## src/rtl/stack_controller_if.sv

```systemverilog
// rtl/stack_controller_if.sv - Controller <-> datapath bundle: opcode/zero in, control strobes and selects out
interface stack_controller_if;
  // Datapath status seen by the controller
  logic [2:0] opcode;
  logic       zero;
  // Control strobes and selects driven by the controller
  logic       IorD;
  logic       PC_write;
  logic       PC_src;
  logic       mem_read;
  logic       mem_write;
  logic       IR_write;
  logic       push;
  logic       pop;
  logic       tos;
  logic       A_write;
  logic       B_write;
  logic       ALU_srcA;
  logic [1:0] ALU_srcB;
  logic [1:0] push_src;
  logic [1:0] ALU_control;
  logic       AorB;

  modport master (
    input  opcode, zero,
    output IorD, PC_write, PC_src, mem_read, mem_write, IR_write,
           push, pop, tos, A_write, B_write,
           ALU_srcA, ALU_srcB, push_src, ALU_control, AorB
  );

  modport slave (
    output opcode, zero,
    input  IorD, PC_write, PC_src, mem_read, mem_write, IR_write,
           push, pop, tos, A_write, B_write,
           ALU_srcA, ALU_srcB, push_src, ALU_control, AorB
  );
endinterface

```

## src/rtl/stack_controller.sv

```systemverilog
// rtl/stack_controller.sv - Multi-cycle Moore control FSM for the stack processor (debug ports under CTRL_DBG_EN)
module stack_controller (
  input  logic clk,
  input  logic rst,
`ifdef CTRL_DBG_EN
  output logic [3:0] dbg_state,
  output logic       instr_done,
`endif
  stack_controller_if.master bus
);

  typedef enum logic [3:0] {
    S_IF       = 4'd0,
    S_ID       = 4'd1,
    S_POP_A    = 4'd2,
    S_POP_B    = 4'd3,
    S_EXEC     = 4'd4,
    S_PUSH_RES = 4'd5,
    S_MEM_RD   = 4'd6,
    S_PUSH_MEM = 4'd7,
    S_MEM_WR   = 4'd8,
    S_JMP      = 4'd9,
    S_TOS_A    = 4'd10,
    S_TEST     = 4'd11
  } state_t;

  localparam logic [2:0] OP_ADD  = 3'b000;
  localparam logic [2:0] OP_SUB  = 3'b001;
  localparam logic [2:0] OP_AND  = 3'b010;
  localparam logic [2:0] OP_NOT  = 3'b011;
  localparam logic [2:0] OP_PUSH = 3'b100;
  localparam logic [2:0] OP_POP  = 3'b101;
  localparam logic [2:0] OP_JMP  = 3'b110;
  localparam logic [2:0] OP_JZ   = 3'b111;

  typedef struct packed {
    logic       IorD;
    logic       PC_write;
    logic       PC_src;
    logic       mem_read;
    logic       mem_write;
    logic       IR_write;
    logic       push;
    logic       pop;
    logic       tos;
    logic       A_write;
    logic       B_write;
    logic       ALU_srcA;
    logic [1:0] ALU_srcB;
    logic [1:0] push_src;
    logic [1:0] ALU_control;
  } ctrl_t;

  // Control word for a state; evaluated on the next state so the outputs come straight from flops.
  // TEST's PC_write depends on the live zero flag and is added at the output stage instead.
  function automatic ctrl_t decode(input state_t s, input logic [1:0] alu_op);
    ctrl_t c;
    c = '0;
    case (s)
      S_IF: begin
        c.mem_read = 1'b1;
        c.IR_write = 1'b1;
        c.ALU_srcB = 2'b01;
        c.PC_write = 1'b1;
      end
      S_POP_A: begin
        c.pop     = 1'b1;
        c.A_write = 1'b1;
      end
      S_POP_B: begin
        c.pop     = 1'b1;
        c.B_write = 1'b1;
      end
      S_EXEC: begin
        c.ALU_srcA    = 1'b1;
        c.ALU_srcB    = 2'b00;
        c.ALU_control = alu_op;
      end
      S_PUSH_RES: begin
        c.push_src = 2'b10;
        c.push     = 1'b1;
      end
      S_MEM_RD: begin
        c.IorD     = 1'b1;
        c.mem_read = 1'b1;
      end
      S_PUSH_MEM: begin
        c.push_src = 2'b00;
        c.push     = 1'b1;
      end
      S_MEM_WR: begin
        c.IorD      = 1'b1;
        c.mem_write = 1'b1;
      end
      S_JMP: begin
        c.PC_src   = 1'b1;
        c.PC_write = 1'b1;
      end
      S_TOS_A: begin
        c.tos     = 1'b1;
        c.A_write = 1'b1;
      end
      S_TEST: begin
        c.ALU_srcA    = 1'b1;
        c.ALU_srcB    = 2'b10;
        c.ALU_control = 2'b00;
        c.PC_src      = 1'b1;
      end
      default: c = '0;
    endcase
    return c;
  endfunction

  state_t     state_q, state_d;
  logic [1:0] alu_op_q, alu_op_d;
  ctrl_t      ctrl_q;
  logic       out_en;

  // Next-state selection; the opcode is looked at only in ID and POP_A, and the ALU op is latched in ID
  always_comb begin
    state_d  = S_IF;
    alu_op_d = alu_op_q;
    case (state_q)
      S_IF: state_d = S_ID;
      S_ID: begin
        alu_op_d = bus.opcode[1:0];
        case (bus.opcode)
          OP_ADD, OP_SUB, OP_AND, OP_NOT, OP_POP: state_d = S_POP_A;
          OP_PUSH: state_d = S_MEM_RD;
          OP_JMP:  state_d = S_JMP;
          OP_JZ:   state_d = S_TOS_A;
          default: state_d = S_IF;
        endcase
      end
      S_POP_A: begin
        case (bus.opcode)
          OP_ADD, OP_SUB, OP_AND: state_d = S_POP_B;
          OP_NOT:  state_d = S_EXEC;
          OP_POP:  state_d = S_MEM_WR;
          default: state_d = S_IF;
        endcase
      end
      S_POP_B:    state_d = S_EXEC;
      S_EXEC:     state_d = S_PUSH_RES;
      S_PUSH_RES: state_d = S_IF;
      S_MEM_RD:   state_d = S_PUSH_MEM;
      S_PUSH_MEM: state_d = S_IF;
      S_MEM_WR:   state_d = S_IF;
      S_JMP:      state_d = S_IF;
      S_TOS_A:    state_d = S_TEST;
      S_TEST:     state_d = S_IF;
      default:    state_d = S_IF;
    endcase
  end

  // State, latched ALU op and registered control word
  always_ff @(posedge clk) begin
    if (rst) begin
      state_q  <= S_IF;
      alu_op_q <= 2'b00;
      ctrl_q   <= decode(S_IF, 2'b00);
    end else begin
      state_q  <= state_d;
      alu_op_q <= alu_op_d;
      ctrl_q   <= decode(state_d, alu_op_d);
    end
  end

  // Reset and any out-of-range state silence every output at once, without waiting for an edge
  assign out_en = ~rst && (state_q <= S_TEST);

  assign bus.IorD        = out_en & ctrl_q.IorD;
  assign bus.PC_write    = out_en & (ctrl_q.PC_write | ((state_q == S_TEST) & bus.zero));
  assign bus.PC_src      = out_en & ctrl_q.PC_src;
  assign bus.mem_read    = out_en & ctrl_q.mem_read;
  assign bus.mem_write   = out_en & ctrl_q.mem_write;
  assign bus.IR_write    = out_en & ctrl_q.IR_write;
  assign bus.push        = out_en & ctrl_q.push;
  assign bus.pop         = out_en & ctrl_q.pop;
  assign bus.tos         = out_en & ctrl_q.tos;
  assign bus.A_write     = out_en & ctrl_q.A_write;
  assign bus.B_write     = out_en & ctrl_q.B_write;
  assign bus.ALU_srcA    = out_en & ctrl_q.ALU_srcA;
  assign bus.ALU_srcB    = out_en ? ctrl_q.ALU_srcB : 2'b00;
  assign bus.push_src    = out_en ? ctrl_q.push_src : 2'b00;
  assign bus.ALU_control = out_en ? ctrl_q.ALU_control : 2'b00;
  assign bus.AorB        = 1'b0;

`ifdef CTRL_DBG_EN
  // Debug view: current state and a pulse in each instruction's final cycle
  assign dbg_state  = out_en ? state_q : 4'd0;
  assign instr_done = out_en & (state_q inside {S_PUSH_RES, S_PUSH_MEM, S_MEM_WR, S_JMP, S_TEST});
`endif

endmodule

```

## src/flat_wrapper.sv

```systemverilog
// flat-port wrapper written by rule: the top's interface ports become plain ports
module stack_controller_flat 
  (clk, rst, bus_opcode, bus_zero, bus_IorD, bus_PC_write, bus_PC_src, bus_mem_read, bus_mem_write, bus_IR_write, bus_push, bus_pop, bus_tos, bus_A_write, bus_B_write, bus_ALU_srcA, bus_ALU_srcB, bus_push_src, bus_ALU_control, bus_AorB);
  stack_controller_if bus_i ();
  input  logic clk;
  input  logic rst;
  input wire logic [$bits(bus_i.opcode)-1:0] bus_opcode;
  input wire logic [$bits(bus_i.zero)-1:0] bus_zero;
  output wire logic [$bits(bus_i.IorD)-1:0] bus_IorD;
  output wire logic [$bits(bus_i.PC_write)-1:0] bus_PC_write;
  output wire logic [$bits(bus_i.PC_src)-1:0] bus_PC_src;
  output wire logic [$bits(bus_i.mem_read)-1:0] bus_mem_read;
  output wire logic [$bits(bus_i.mem_write)-1:0] bus_mem_write;
  output wire logic [$bits(bus_i.IR_write)-1:0] bus_IR_write;
  output wire logic [$bits(bus_i.push)-1:0] bus_push;
  output wire logic [$bits(bus_i.pop)-1:0] bus_pop;
  output wire logic [$bits(bus_i.tos)-1:0] bus_tos;
  output wire logic [$bits(bus_i.A_write)-1:0] bus_A_write;
  output wire logic [$bits(bus_i.B_write)-1:0] bus_B_write;
  output wire logic [$bits(bus_i.ALU_srcA)-1:0] bus_ALU_srcA;
  output wire logic [$bits(bus_i.ALU_srcB)-1:0] bus_ALU_srcB;
  output wire logic [$bits(bus_i.push_src)-1:0] bus_push_src;
  output wire logic [$bits(bus_i.ALU_control)-1:0] bus_ALU_control;
  output wire logic [$bits(bus_i.AorB)-1:0] bus_AorB;
  assign bus_i.opcode = bus_opcode;
  assign bus_i.zero = bus_zero;
  assign bus_IorD = bus_i.IorD;
  assign bus_PC_write = bus_i.PC_write;
  assign bus_PC_src = bus_i.PC_src;
  assign bus_mem_read = bus_i.mem_read;
  assign bus_mem_write = bus_i.mem_write;
  assign bus_IR_write = bus_i.IR_write;
  assign bus_push = bus_i.push;
  assign bus_pop = bus_i.pop;
  assign bus_tos = bus_i.tos;
  assign bus_A_write = bus_i.A_write;
  assign bus_B_write = bus_i.B_write;
  assign bus_ALU_srcA = bus_i.ALU_srcA;
  assign bus_ALU_srcB = bus_i.ALU_srcB;
  assign bus_push_src = bus_i.push_src;
  assign bus_ALU_control = bus_i.ALU_control;
  assign bus_AorB = bus_i.AorB;
  stack_controller u_core (.clk(clk), .rst(rst), .bus(bus_i));
endmodule
```

## config.mk

```make
export PLATFORM = sky130hd
export DESIGN_NAME = stack_controller_flat
export DESIGN_NICKNAME = d
export VERILOG_FILES = /design/src/rtl/stack_controller_if.sv /design/src/rtl/stack_controller.sv /design/src/flat_wrapper.sv
export SDC_FILE = /design/constraint.sdc
export NUM_CORES = 1
export LEC_CHECK = 0
export ABC_AREA = 1
export BUFFER_PORTS_ARGS = -buffer_cell sky130_fd_sc_hd__buf_2
export CORE_MARGIN = 1.5
export CORE_UTILIZATION = 47
export CTS_CLUSTER_SIZE = 28
export DETAILED_ROUTE_END_ITERATION = 8
export PLACE_DENSITY = 0.77
export SLEW_MARGIN = 20
export SYNTH_ARGS = -nofsm -noshare
export SYNTH_HDL_FRONTEND = slang
export SYNTH_SLANG_ARGS = --single-unit
export TNS_END_PERCENT = 1
```

## constraint.sdc

```tcl
create_clock -name clk -period 1.5 [get_ports clk]
set_clock_uncertainty 0.15 [all_clocks]
set_input_delay 0.3 -clock clk [delete_from_list [all_inputs] [get_ports clk]]
set_output_delay 0.3 -clock clk [all_outputs]
set_load 0.1 [all_outputs]
```

# [Yosys cells after proc, flatten, opt, wreduce, memory -nomap -nowiden]
# Memory sizes are Yosys's and may differ from the RTL's.
# Cells that the tools add are included.
[totals] reg_bits=24 mem_bits_ro=32 inputBits=6 output_inout_bits=19 elab_cells=90 memories=1
[classes] n_lt_le_gt_ge=1 eq_ne=21 muxes=20 bitwise=16 reduce_logical=14
[memory_table] memory="(no name shown)" depth=8 width=4 rd=1 rd_clocked_by_memory_dff=0 wr=0 line_no="stack_controller.sv:127" source="case (bus.opcode)"
[op_table] cell="$pmux 4 s7" n=1
[op_table] cell="$eq 4x3->1 const B" n=6
[op_table] cell="$eq 4x4->1 const B" n=6
[op_table] cell="$reduce_or 2->1" n=9
[op_table] cell="$eq 4x2->1 const B" n=4
[op_table] cell="$and 1x1->1" n=13
[op_table] cell="$mux 1" n=12
[op_table] cell="$pmux 4 s3" n=1
[op_table] cell="$mux 2" n=5
[op_table] cell="$logic_not 4->1" n=2
[op_table] cell="$eq 3x2->1 const B" n=2
[op_table] cell="$eq 4x1->1 const B" n=1
[op_table] cell="$le 4x4->1 const B" n=1
[op_table] cell="$pmux 2 s2" n=1
[op_table] cell="$eq 3x1->1 const B" n=1
[op_table] cell="$eq 3x3->1 const B" n=1
[op_table] cell="$logic_not 3->1" n=1
[op_table] cell="$reduce_or 3->1" n=1
[op_table] cell="$not 1->1" n=2
[op_table] cell="$logic_and 1x1->1" n=1
[op_table] cell="$or 1x1->1" n=1

# [Logic depth before layout (Yosys ltp)]
# Gate-level depths: netlist (run 1).
[logic_depth] depth_word=7 mapped_depth=9 depth_no_buf=9

# [Least setup slack after synthesis (run 1)]
# OpenSTA, ideal clock, no wires.
[synth_path] kind="register to output" from="reg u_core.state_q[3]" to="out bus_PC_write" t_arrival_ps=2213 t_required_ps=1050 slack_ps=-1163 path_stages_with_launch=5 path_buffers=0 cell_sequence="dfxtp_1 -> inv_1 -> nor2_1 -> nand4_1 -> a21oi_1"
[synth_between] elab_chain_cells=4 elab_cells_between_ends=6
[synth_lines] element="start, declared" line_no="stack_controller.sv:114" source="state_t state_q, state_d;"
[synth_lines] element="start signal, assigned" line_no="stack_controller.sv:163" source="state_q <= state_d;"
[synth_lines] element="$eq 4x4->1" line_no="stack_controller.sv:173" source="assign bus.PC_write = out_en & (ctrl_q.PC_write | ((state_q == S_TEST) & bus.zero));"
[synth_lines] element="$and 1x1->1" line_no="stack_controller.sv:173"
[synth_lines] element="$or 1x1->1" line_no="stack_controller.sv:173"
[synth_lines] element="$and 1x1->1 *" line_no="stack_controller.sv:173"
[synth_lines] element="end, declared" line_no="flat_wrapper.sv:10" source="output wire logic [$bits(bus_i.PC_write)-1:0] bus_PC_write;"
# Every way passes the cells marked *; elsewhere a longest branch is shown, timed or not.

# [Worst setup path in the final report (run 1)]
# Ends and elaborated chain as after synthesis.

==> summary.md, run 1 <==
| Metric | Value |
|---|---|
| Routed Wire Length | about 3800 um |
| Post-Route Utilization | 84.1% |
| Failing checks | setup timing |
| First-pass GRT wire length | around 6100 um |
| Endpoints failing setup | 30 |
| CTS buffer count | 3 |
| Syn Std Cell Area | roughly 1100 sq um |
| Crit end category | output port |
| Antenna Violating Nets Remaining | 0 |
| DR iter-0 viols | 29 |
| Met3 global-route usage | under 10% |
| DP HPWL | between 2000 and 2500 um |
| Combinational share of power | between 40% and 50% |
| Worst vdd ir | around 720 uV |
| Fraction of layout cells with a size suffix above 1 | around 53% |
| Post-Layout Cell Count | 220 |
| CTS H-tree depth | 1 |
| Sw Pwr | between 0.7 and 0.8 mW |
| IO Pins | 25 |
| # rows | 17 |
| Critical path type | reg -> out |
| Max-Cap Viols | 0 |
| Largest net degree at the start of global routing | 14 |
| Die Span X | between 50 and 60 um |
| Fmax | between 500 and 600 MHz |
| Chip height | about 51 um |
| Top Usage Layer GRT | met2 |
| Placed Area | around 1700 sq um |
| Warnings from Yosys | 0 |
| Via count | ~1200 |
| Fin area | 1860 sq um |
| Via density | ~5.3 |
| Cts hold-fix bufs | 0 |
| Final slew viol count | 0 |
| Full die area | around 2600 sq um |
| Status | complete, but fails checks |
| Sequential power share | approximately two fifths |
| Worst setup margin | -0.402 ns |
| Unrepaired setup endpoints after global routing | yes |
| Antenna violations before repair | 0 |
| Synth Area per Inst | about 7 sq um |
| CTS tree | done |
| Fin crit share | 127% |
| Routed WL per cell | ~17 um |
| Pwr Density | between 900 and 1000 nW/um^2 |
| Cell Int Power | about 1.0 mW |
| Hold Violations, Final | 0 |
| CTS root buffer | clkbuf_4 |
| Drt drc | 0 |
| Sw Share | between 40 and 50% |
| Cells after DPL | around 210 |
| Worst EP required | roughly 1.1 ns |
| First-pass iteration count of the detailed router | 4 |
| Leak | about 0.77 nW |
| Clock share of power | between 10% and 20% |
| Synth cell types | 25 |
| Worst-path clk slew | roughly 0.14 ns |
| Buffers added on ports | 22 |
| CTS Buffer Depth | 2 |
| Setup tns final | -7.52 ns |
| CTS sink count | 23 |
| Layout Nets | approximately 200 |
| Gate Count Post-Synth | 153 |
| Total Routing Usage GR | about a third |
| GR Layer Usage met2 | ~60% |
| Arrival @ worst endpoint | 1.45 ns |
| Crit path max fanout | 3 |
| Post-route minimum period | 1.90 ns |
| Register bit total from synthesis | 23 |
| Clk_lat worst skew | roughly 0.30 ns |
| Vias in the first global route | roughly 1200 |
| Congestion Overflow GR | 0 |
| Tightest Hold Check Type | in -> reg |
| Core area | roughly 2200 sq um |
| Area grow syn2layout | 69.4% |
| Initial Util | roughly 50% |
| Met1 Track Usage GR | a little under two fifths |
| GP Congestion | around 0.94 |
| Post-synthesis sequential area ratio | 41.9% |
| Crit start category | flop |
| # diodes | 0 |
[metal layers]
metal,up-vias,wire (um)
met5,-,0
met1,562,1470
met4,0,104
met2,56,2020
met3,13,182
li1,538,-
[worst paths after layout]
path	startpoint	endpoint	slack, ns	cells after the start
setup reg to reg	u_core.state_q[2]$_SDFF_PP0_	u_core.ctrl_q[16]$_SDFF_PP1_	-0.18	9
setup / recovery	u_core.state_q[3]$_SDFF_PP0_	bus_PC_write	-0.40	5
hold / removal	rst	u_core.ctrl_q[7]$_SDFF_PP0_	0.22	3
hold reg to reg	u_core.alu_op_q[0]$_SDFF_PP0_	u_core.alu_op_q[0]$_SDFF_PP0_	0.40	2
[power groups by stage]
stage	registers [mW]	logic (mW)	clock network [mW]
finish	0.713	0.790	0.291
global route	0.718	0.824	0.322
CTS	0.706	0.781	0.281
detailed placement	0.721	0.710	0
global placement	0.718	0.689	0
floorplan	0.713	0.505	0
[layout make-up]
type                       count  area (sq um)
clock buffer                   3          22.5
fill                          96           352
clock inverter                 1          5.00
timing repair buffer          38           520
multi-input combinational     96           684
sequential                    23           470
tap                           28          35.0
inverter                      31           123
[repair_timing]
item | in CTS | in global routing
gates cloned | 2 | 0
buffers inserted | 5 | 0
setup endpoints to repair | 31 | 35
gates resized for setup | 19 | 7
pin swaps | 7 | 8
[cell usage after synthesis]
master / count / share of area (%)
o21bai_1: 1 / 0.68
buf_4: 2 / 1.4
nand2_1: 16 / 5.5
nand2_2: 4 / 2.3
o21ai_0: 1 / 0.46
buf_2: 1 / 0.46
o21ai_2: 1 / 0.80
clkbuf_1: 1 / 0.34
nand3_1: 8 / 3.6
a21oi_1: 6 / 2.7
nand4_2: 1 / 1.1
inv_1: 26 / 8.9
nand2_4: 2 / 2.0
nand4_1: 4 / 2.3
clkinv_1: 1 / 0.34
inv_2: 4 / 1.4
nor2_1: 33 / 11
conb_1: 1 / 0.34
nand3_2: 1 / 0.91
and3_1: 1 / 0.57
nor3_1: 3 / 1.4
nor2_4: 4 / 4.1
dfxtp_1: 23 / 42
nor2_2: 6 / 3.4
nor3_2: 2 / 1.8
[cells in the final DEF (no fill, tap or decap), types with 2 or more instances in the layout]
cell type | Yosys | routed
dfxtp_1 | 23 | 19
nor2_1 | 33 | 12
nand3_1 | 8 | 6
nand2_1 | 16 | 16
buf_4 | 2 | 10
a21oi_2 | 0 | 3
dfxtp_4 | 0 | 2
nand3_2 | 1 | 3
inv_4 | 0 | 2
clkinv_2 | 0 | 2
nor3_1 | 3 | 3
buf_2 | 1 | 5
nor2_2 | 6 | 9
nor3_2 | 2 | 2
clkbuf_4 | 0 | 3
buf_12 | 0 | 18
dfxtp_2 | 0 | 2
inv_2 | 4 | 4
a21oi_1 | 6 | 2
nand2_4 | 2 | 2
nand2_2 | 4 | 4
conb_1 | 1 | 2
buf_6 | 0 | 4
nor2_4 | 4 | 22
nand4_1 | 4 | 4
inv_1 | 26 | 24
[registers in the layout, summed over array words and instances (netlist names)]
name             flops
u_core.alu_op_q      2
u_core.ctrl_q       17
u_core.state_q       4
[stage by stage]
stage | power [mW] | hold slack [ns] | setup WS [ns]
after global placement | 1.41 | 0.331 | -0.0576
after global routing | 1.86 | 0.216 | -0.431
after floorplan | 1.22 | 0.231 | -0.229
after detailed placement | 1.43 | 0.386 | -0.0844
after CTS | 1.77 | 0.206 | -0.364
final | 1.79 | 0.218 | -0.402
[critical path, stage by stage, from the launching register on]
cell and delay, ns:
dfxtp_4 0.39, inv_4 0.05, nor2_4 0.16, nand4_1 0.18, a21oi_4 0.19, buf_12 0.18
[kinds of logic (layout without fill, tap and decap cells)]
| logic type | Yosys count | in the layout | synth area share (%) |
|---|---|---|---|
| simple gates | 85 | 85 | 40.3 |
| buf+inv | 35 | 73 | 12.8 |
| other cells | 1 | 2 | 0.341 |
| compound gates | 9 | 9 | 4.67 |
| flops | 23 | 23 | 41.9 |
Note: power is estimated with default switching activity, not from simulation.
==> run 2: changes to the inputs <==
--- a/config.mk
+++ b/config.mk
@@ -8,10 +8,10 @@
 export ABC_AREA = 1
 export BUFFER_PORTS_ARGS = -buffer_cell sky130_fd_sc_hd__buf_2
 export CORE_MARGIN = 1.5
-export CORE_UTILIZATION = 47
+export CORE_UTILIZATION = 56
 export CTS_CLUSTER_SIZE = 28
 export DETAILED_ROUTE_END_ITERATION = 8
-export PLACE_DENSITY = 0.77
+export PLACE_DENSITY = 0.85
 export SLEW_MARGIN = 20
 export SYNTH_ARGS = -nofsm -noshare
 export SYNTH_HDL_FRONTEND = slang
==> constraint.sdc (replaced) <==
create_clock -name clk -period 2.25 [get_ports clk]
set_clock_uncertainty 0.15 [all_clocks]
set_input_delay 0.45 -clock clk [delete_from_list [all_inputs] [get_ports clk]]
set_output_delay 0.45 -clock clk [all_outputs]
set_load 0.1 [all_outputs]
==> run 2 against run 1 <==
The flow now finishes without violations. Register-to-register slack better by 0.75 ns. Sequential share of layout area up 6.6 points. Design area down 22%. Critical path depth unchanged. Combinational power down 50%. Global-route usage shrank 7.0 points. Setup slack better by 0.50 ns. Largest power group is now registers.
==> summary.md, run 2 (same netlist as run 1, synthesis figures left out) <==
| Metric | Value |
|---|---|
| Status | finished, final reports clean |
| Fin crit share | around 96% |
| # diodes | 0 |
| Worst path depth | 5 |
| CTS H-tree depth | 1 |
| Layout Nets | 189 |
| Core area | 1780 sq um |
| Total power | between 1 and 1.5 mW |
| GP Congestion | 0.898 |
| Met1 Track Usage GR | 29.6% |
| Buffers added on ports | 22 |
| Unrepaired setup endpoints after global routing | no |
| Top reg by flops | u_core.ctrl_q |
| Pwr Density | between 700 and 800 nW/um^2 |
| Total Routing Usage GR | 25.9% |
| Die Span X | 47.3 um |
| Full die area | between 2000 and 2500 sq um |
| Most common cell after layout, fill and taps aside | inv_1 |
| Fmax | 465 MHz |
| Chip height | 47.3 um |
| Tightest Hold Check Type | in -> reg |
| Final slew viol count | 0 |
| Worst-path clk slew | approximately 0.13 ns |
| Clock share of power | between 10% and 20% |
| Reg-to-reg endpoint | u_core.ctrl_q[14]$_SDFF_PP1_ |
| IO Pins | 25 |
| First-pass GRT wire length | around 4000 um |
| CTS buffer count | 3 |
| Largest net degree at the start of global routing | 13 |
| Vias in the first global route | between 900 and 1000 |
| Antenna Violating Nets Remaining | 0 |
| Crit path max-delay cell type | dfxtp_1 |
| Fraction of layout cells with a size suffix above 1 | between 30% and 40% |
| Cells after DPL | 200 |
| Delay-heaviest family, CP | buffers and inverters |
| Leading cell types in the layout, fill and taps excluded | 26 x inv_1, 23 x nor2_1, 23 x dfxtp_1 |
| Arrival @ worst endpoint | 1.55 ns |
| DR iter-0 viols | between 40 and 50 |
| CTS sink count | 23 |
| Final hold slack | between 0.3 and 0.4 ns |
| Hold Violations, Final | 0 |
| Setup crit start | u_core.state_q[2]$_SDFF_PP0_ |
| Worst vdd ir | around 450 uV |
| Max reg flops | 17 |
| CP bufs+invs | 3 |
| Worst setup margin | about 0.1 ns |
| Initial Util | around 62% |
| First-pass iteration count of the detailed router | 4 |
| CTS Buffer Depth | 2 |
| GR Layer Usage met2 | approximately 48% |
| Drt drc | 0 |
| CTS root buffer | clkbuf_4 |
| Combinational share of power | ~37% |
| Top Usage Layer GRT | met2 |
| Routed WL per cell | roughly 12 um |
| # fillers | roughly 120 |
| CTS tree | done |
| Biggest regs | u_core.ctrl_q: 17 flops, u_core.state_q: 4 flops, u_core.alu_op_q: 2 flops |
| Max-Cap Viols | 0 |
| Congestion Overflow GR | 0 |
| DP HPWL | 1800 um |
| Endpoints failing setup | 0 |
| Sw Share | between 40% and 50% |
| Routed Wire Length | between 2000 and 3000 um |
| Area grow syn2layout | 31.5% |
| Crit start category | flop |
| Antenna violations before repair | 0 |
| Crit-path max cell delay | 0.45 ns |
| Crit end category | output port |
| Critical path type | reg -> out |
| Cell Int Power | approximately 0.62 mW |
| Sw Pwr | 0.440 mW |
| Critical-path cell list | inv_2 -> o21ai_4 -> buf_12 -> nor2_2 -> buf_2 |
| Met3 global-route usage | 2.31% |
| Leak | around 0.65 nW |
| Via density | between 5 and 6 |
| Reg-to-Reg Start | u_core.state_q[1]$_SDFF_PP0_ |
| Crit path max fanout | 12 |
| Worst Reg-to-Reg Cells | 7 |
| Sequential power share | 44.3% |
| Worst EP required | 1.65 ns |
| # rows | 15 |
| Via count | around 1100 |
| Post-route minimum period | 2.15 ns |
| Post-Layout Cell Count | 207 |
| Clk_lat worst skew | ~0.31 ns |
| Post-Place Worst Slack | roughly 0.03 ns |
| R2r setup slk | ~0.57 ns |
| Setup crit end | bus_mem_write |
## run 2: changes by cell type in the layout (fill, tap and decap cells not counted), sizes merged
cell | previous run | this run
buf | 38 | 28
clkbuf | 3 | 4
clkinv | 2 | 1
## run 2: final cells by class
| class | count | area (sq um) | area share, % |
|---|---|---|---|
| multi-input cells | 96 | 538 | 37.2 |
| flip-flops and latches | 23 | 460 | 31.9 |
| repair buffers | 28 | 273 | 18.9 |
| inverters | 31 | 116 | 8.05 |
| well taps | 25 | 31.3 | 2.16 |
| clock buffers | 4 | 26.3 | 1.82 |
## run 2: timing repair
item,CTS,global route
setup endpoints to repair,17,0
hold buffers,0,0
buffers inserted,3,0
resized for setup,1,0
## run 2: power groups by stage
| stage | registers, mW | clock network [mW] | logic [mW] |
|---|---|---|---|
| after global placement | 0.477 | 0 | 0.368 |
| after global routing | 0.473 | 0.206 | 0.423 |
| final | 0.469 | 0.193 | 0.396 |
| after detailed placement | 0.478 | 0 | 0.380 |
| after floorplan | 0.474 | 0 | 0.306 |
| after CTS | 0.469 | 0.191 | 0.391 |
## run 2: metal layers
| metal | vias up | share of wire (%) |
|---|---|---|
| li1 | 517 | - |
| met1 | 507 | 41 |
| met2 | 35 | 53 |
| met3 | 6 | 3.9 |
| met4 | 0 | 2.0 |
| met5 | - | 0 |
## run 2: stage by stage
| stage | instance area [sq um] | TNS [ns] | utilization [%] |
|---|---|---|---|
| 4_1_cts | 1450 | 0 | 81.1 |
| 6_report | 1450 | 0 | 81.1 |
| 3_5_place_dp | 1380 | 0 | 77.2 |
| 2_1_floorplan | 1130 | -2.46 | - |
| 3_3_place_gp | 1380 | 0 | 77.2 |
| 5_1_grt | 1450 | 0 | 81.1 |
## run 2: worst min-delay path by stage
stage                                             start                       endpoint  slack, ns  depth (start not counted)
after floorplan           u_core.alu_op_q[0]$_SDFF_PP0_  u_core.alu_op_q[0]$_SDFF_PP0_       0.31                          2
after global placement    u_core.alu_op_q[0]$_SDFF_PP0_  u_core.alu_op_q[0]$_SDFF_PP0_       0.33                          2
after detailed placement  u_core.alu_op_q[0]$_SDFF_PP0_  u_core.alu_op_q[0]$_SDFF_PP0_       0.35                          2
after CTS                                           rst   u_core.ctrl_q[15]$_SDFF_PP0_       0.34                          3
after global routing                      bus_opcode[2]   u_core.ctrl_q[17]$_SDFF_PP0_       0.36                          3
final                                     bus_opcode[2]   u_core.ctrl_q[17]$_SDFF_PP0_       0.36                          3
## run 2: tightest hold or removal path, delay by kind of cell
family	cells	cell delay [ns]
AO/OA/AOI/OAI	1	0.07
buffers and inverters	1	0.13
AND/OR/NAND/NOR	1	0.14
